**src/rtl/gpu_pixel_queue.sv**
```systemverilog
// Pixel-write queue: buffers CPU {addr, data} stores and drains them to the GPU
// framebuffer write port only in cycles where the GPU accepts a write.
module gpu_pixel_queue #(
  parameter int unsigned DEPTH  = 8,
  parameter int unsigned ADDR_W = 13,
  parameter int unsigned DATA_W = 8
) (
  input  logic                     clk,
  input  logic                     RST,
  input  logic                     wr_en_i,
  input  logic [ADDR_W-1:0]        wr_addr_i,
  input  logic [DATA_W-1:0]        wr_data_i,
  input  logic                     flush_i,
  input  logic                     drain_ok_i,
  input  logic                     clr_ovf_i,
  output logic                     v_we_o,
  output logic [ADDR_W-1:0]        v_addr_o,
  output logic [DATA_W-1:0]        v_data_o,
  output logic                     full_o,
  output logic                     empty_o,
  output logic [$clog2(DEPTH):0]   count_o,
  output logic                     overflow_o
);

  localparam int unsigned PtrW = $clog2(DEPTH);
  localparam int unsigned CntW = PtrW + 1;
  localparam logic [CntW-1:0] DepthCnt = CntW'(DEPTH);
  localparam logic [PtrW-1:0] PtrOne   = PtrW'(1);

  logic [ADDR_W-1:0] addr_mem_q [DEPTH];
  logic [DATA_W-1:0] data_mem_q [DEPTH];

  logic [PtrW-1:0]   wr_ptr_q, wr_ptr_d;
  logic [PtrW-1:0]   rd_ptr_q, rd_ptr_d;
  logic [CntW-1:0]   count_q, count_d;
  logic              ovf_q, ovf_d;
  logic              v_we_q;
  logic [ADDR_W-1:0] v_addr_q;
  logic [DATA_W-1:0] v_data_q;

  logic full, empty, pop, push, drop;

  // Status comes from the registered count only, so no input reaches these outputs.
  assign full  = (count_q == DepthCnt);
  assign empty = (count_q == '0);

  // When full, a push is still accepted if a pop frees a slot in the same cycle.
  assign pop  = !empty && drain_ok_i && !flush_i;
  assign push = wr_en_i && !flush_i && (!full || pop);
  assign drop = wr_en_i && !flush_i && full && !pop;

  // Next-state for pointers, occupancy and the sticky overflow flag.
  always_comb begin
    wr_ptr_d = wr_ptr_q;
    rd_ptr_d = rd_ptr_q;
    count_d  = count_q;
    ovf_d    = ovf_q;
    if (flush_i) begin
      wr_ptr_d = '0;
      rd_ptr_d = '0;
      count_d  = '0;
    end else begin
      if (push) wr_ptr_d = wr_ptr_q + PtrOne;
      if (pop)  rd_ptr_d = rd_ptr_q + PtrOne;
      unique case ({push, pop})
        2'b10:   count_d = count_q + CntW'(1);
        2'b01:   count_d = count_q - CntW'(1);
        default: count_d = count_q;
      endcase
    end
    // Set wins over a simultaneous clear.
    if (drop) begin
      ovf_d = 1'b1;
    end else if (clr_ovf_i) begin
      ovf_d = 1'b0;
    end
  end

  // Control state and registered output stage.
  always_ff @(posedge clk or posedge RST) begin
    if (RST) begin
      wr_ptr_q <= '0;
      rd_ptr_q <= '0;
      count_q  <= '0;
      ovf_q    <= 1'b0;
      v_we_q   <= 1'b0;
      v_addr_q <= '0;
      v_data_q <= '0;
    end else begin
      wr_ptr_q <= wr_ptr_d;
      rd_ptr_q <= rd_ptr_d;
      count_q  <= count_d;
      ovf_q    <= ovf_d;
      v_we_q   <= pop;
      if (pop) begin
        v_addr_q <= addr_mem_q[rd_ptr_q];
        v_data_q <= data_mem_q[rd_ptr_q];
      end
    end
  end

  // Entry storage; contents are don't-care after reset so it carries no reset.
  always_ff @(posedge clk) begin
    if (push) begin
      addr_mem_q[wr_ptr_q] <= wr_addr_i;
      data_mem_q[wr_ptr_q] <= wr_data_i;
    end
  end

  assign v_we_o     = v_we_q;
  assign v_addr_o   = v_addr_q;
  assign v_data_o   = v_data_q;
  assign full_o     = full;
  assign empty_o    = empty;
  assign count_o    = count_q;
  assign overflow_o = ovf_q;

endmodule
```
**config.mk**
```make
export PLATFORM = sky130hd
export DESIGN_NAME = gpu_pixel_queue
export DESIGN_NICKNAME = d
export VERILOG_FILES = /design/src/rtl/gpu_pixel_queue.sv
export SDC_FILE = /design/constraint.sdc
export NUM_CORES = 1
export LEC_CHECK = 0
export CORE_ASPECT_RATIO = 2
export CORE_MARGIN = 2
export CORE_UTILIZATION = 26
export DETAILED_ROUTE_END_ITERATION = 16
export DONT_BUFFER_PORTS = 1
export MAX_ROUTING_LAYER = met4
export RECOVER_POWER = 50
export REMOVE_ABC_BUFFERS = 1
export SKIP_CTS_REPAIR_TIMING = 1
export SLEW_MARGIN = 30
export SYNTH_ARGS = -nofsm -noshare
export SYNTH_HDL_FRONTEND = slang
export SYNTH_SLANG_ARGS = --single-unit
```
**constraint.sdc**
```tcl
create_clock -name clk -period 3.8 [get_ports clk]
set_input_delay 0.38 -clock clk [delete_from_list [all_inputs] [get_ports clk]]
set_output_delay 0.38 -clock clk [all_outputs]
set_load 0.005 [all_outputs]
```
==> summary.txt <==
STA
  • Worst Tran Pin Value: between 1.5 and 2 ns
  • Final critical-path share of the clock period: around two thirds
  • Final worst path period need: 2.57 ns
  • Final setup vio count: 0
  • Final setup TNS: 0 ns
  • Fin Clk Skew: about 0.014 ns
  • Hold Vio Cnt, Final: 0
  • RSZ-0062 raised after global routing: no
  • Worst slew margin: -26.7%
  • Max-slew violations: 34
  • Max Fclk: roughly 390 MHz

Clock tree
  • CTS Buf Count: 19
  • CTS Sinks: approximately 200
  • CTS tree: done
  • Root Driver: clkbuf_16
  • Clock Path Buffers: 3
  • H-tree Lvls: 1
  • Clock-pin slew on the worst setup and hold paths: roughly 0.06 ns
  • Clock latency on the worst-skew pair: roughly 0.5 ns

Drt
  • Vias per cell: about 4.6
  • Wire per inst: between 15 and 20 um
  • Final WL: about 17 mm
  • Initial DRC count: about 180
  • DR pass1 iterations: 4
  • Post-route DRC: 0
  • Vias: between 4000 and 5000
  • ANT nets after route: 0

Power and ir drop
  • Int Pwr: between 4 and 5 mW
  • Design Power: ~5.6 mW
  • Sequential share of power: 48.4%
  • Worst VDD drop: 0.349 mV
  • P_leak: between 3 and 4 nW
  • Clock Power Share: between 30% and 40%
  • Psw: between 1.5 and 2 mW
  • Combinational Power Share: 19.7%
  • PD cells: 611 nW/um^2
  • Net Sw Frac: 28.5%

Yosys
  • Syn. warnings: 0
  • Async S/R FF share, synth: between 15 and 20%
  • Post-Synth XOR/XNOR Area: less than 1%
  • Main combinational cell family by area after synthesis: multiplexers
  • Register bit total from synthesis: 201
  • Area leader, netlist: edfxtp_1
  • Mapped cell area: slightly below 8000 sq um
  • Syn Inst Count: roughly 490
  • Mux cell area share after synthesis: between 10% and 20%
  • EDFF count, synth: approximately 170
  • Synth Area in Simple Gates: ~6.1%
  • Synth top cells by count: 168 x edfxtp_1, 87 x mux2i_1, 45 x nand2_1, 42 x a22oi_1, 33 x dfrtp_1
  • Seq/Total Area, Yosys: 74.1%
  • Post-synth top area share: 63.7%
  • Post-synthesis area per instance: between 15 and 20 sq um
  • Top FF cell, synth: edfxtp_1
  • Synth Area in Compound Gates: under 10%
  • Unique cell type count in the Yosys netlist: 38
  • Adder-Cell Fraction of Synth Area: less than 1%
  • Most common cell in the netlist: edfxtp_1
  • Top cells by area, synth: edfxtp_1 64%, mux2i_1 11%, dfrtp_1 10%, a22oi_1 4.0%, nand2_1 2.1%

Die
  • DIE AREA: roughly 32000 sq um
  • FP Rows: 90
  • Starting Density: between 20% and 30%
  • Core outline area: between 30000 and 40000 sq um
  • I/O pins: between 50 and 60
  • Die Y: around 250 um
  • Die X: between 100 and 150 um

GRT
  • First-pass GRT wire length: 24.9 mm
  • Vias in the first global route: ~4300
  • Initial antenna violation count: 0
  • Largest net degree at the start of global routing: 45
  • Overflow after GRT: 0
  • Total GRT Usage: approximately a tenth

Setup path
  • Required @ worst endpoint: around 4.2 ns
  • WP data arrival: between 2 and 3 ns
  • Startpoint types: flip-flop
  • Critical path type: flip-flop to flip-flop
  • Worst r2r src: count_o[0]$_DFFE_PP0P_
  • Critical path origin: count_o[0]$_DFFE_PP0P_
  • R2R Path End: count_o[3]$_DFFE_PP0P_
  • Setup crit end: count_o[3]$_DFFE_PP0P_
  • Reg2reg setup slack: around 1.2 ns
  • CP endpoint kind: flip-flop
  • Critical path peak fanout: 8
  • R2r worst-path depth: 8

Finish
  • Share of layout cells above drive strength 1: around a tenth
  • Area grow syn2layout: 16.5%
  • # diodes: 0
  • Nets: between 500 and 600

Job
  • Max cap viols: 1

Outcome
  • Outcome: finished with violations
  • Failing checks: capacitance limit, slew limit

Min path
  • Worst hold path class: input pin to flip-flop

Place
  • Detailed placement HPWL: roughly 10 mm
  • Placer congestion estimate: 0.715
  • I/O Buffers: 0
cell usage in the layout, fill, tap and decap left out, types with 4 or more instances in the layout:
master,instances
nand2_1,45
nand3_1,23
edfxtp_1,168
nor2_4,4
ha_1,4
clkbuf_16,19
mux2i_1,87
buf_4,10
a22oi_1,42
dlygate4sd3_1,24
xnor2_1,5
dfrtp_1,32
nor2_1,14
metrics by stage:
step / worst slack, ns / hold slack, ns / area, sq um / util (%) / instances
floorplan: 0.201 / 0.443 / 7790 / - / 466
global placement: 1.25 / 0.446 / 8390 / 27.9 / 844
detailed placement: 1.22 / 0.447 / 8390 / 27.9 / 844
CTS: 1.23 / -0.0849 / 8980 / 29.9 / 878
global route: 1.05 / 0.172 / 9230 / 30.7 / 902
finish: 1.23 / 0.149 / 9230 / 30.7 / 902
flip-flops by register name, summed over array words and instances (netlist names):
| register | count |
|---|---|
| v_data_o | 8 |
| overflow_o | 1 |
| addr_mem_q | 104 |
| data_mem_q | 64 |
| v_we_o | 1 |
| count_o | 4 |
| v_addr_o | 13 |
| wr_ptr_q | 3 |
| rd_ptr_q | 3 |
logic make-up after synthesis:
kind of cell               Yosys count
adders and majority gates            5
AOI/OAI and AO/OA                   55
DFF                                201
and+or+nand+nor                    106
buffers and inverters               30
muxes                               87
xor gates and xnor gates             7
worst min-delay path by stage:
stage / from / cells after the start / to / slack, ns
3_3_place_gp: flush_i / 1 / rd_ptr_q[0]$_DFFE_PP0P_ / 0.45
2_1_floorplan: flush_i / 1 / count_o[3]$_DFFE_PP0P_ / 0.44
4_1_cts: flush_i / 1 / count_o[3]$_DFFE_PP0P_ / -0.08
6_report: drain_ok_i / 3 / rd_ptr_q[0]$_DFFE_PP0P_ / 0.15
3_5_place_dp: flush_i / 1 / rd_ptr_q[0]$_DFFE_PP0P_ / 0.45
5_1_grt: drain_ok_i / 3 / count_o[3]$_DFFE_PP0P_ / 0.17
routing by layer:
layer  up-vias  global-route usage [%]  part of all wire [%]
li1       1942                       -                     -
met1      2054                    10.3                    36
met2        85                    20.6                    57
met3        26                    2.00                   4.1
met4         0                    3.74                   2.7
met5         -                       -                     0
critical path: stages, from the launching register on:
cell	delay, ns
dfrtp_1	0.49
or3_1	0.47
o21ai_2	0.21
nor3_1	0.12
ha_1	0.29
a211oi_1	0.10
or4_4	0.51
a31oi_1	0.18
a21oi_1	0.08
power groups by stage:
| stage | registers [mW] | clock network (mW) | logic (mW) |
|---|---|---|---|
| after floorplan | 2.87 | 0 | 0.773 |
| after global placement | 2.78 | 0 | 1.07 |
| after detailed placement | 2.79 | 0 | 1.08 |
| after CTS | 2.74 | 1.86 | 1.09 |
| after global routing | 2.76 | 1.91 | 1.23 |
| final | 2.73 | 1.80 | 1.11 |
area by class of cell:
type	count	area, sq um
clock buffers	25	528
clock inverters	9	62.6
fillers	2853	20800
inverters	5	20.0
multi-input cells	260	1970
flip-flops and latches	201	5870
well taps	368	460
repair buffers	34	315
(Power assumes the default switching activity.)
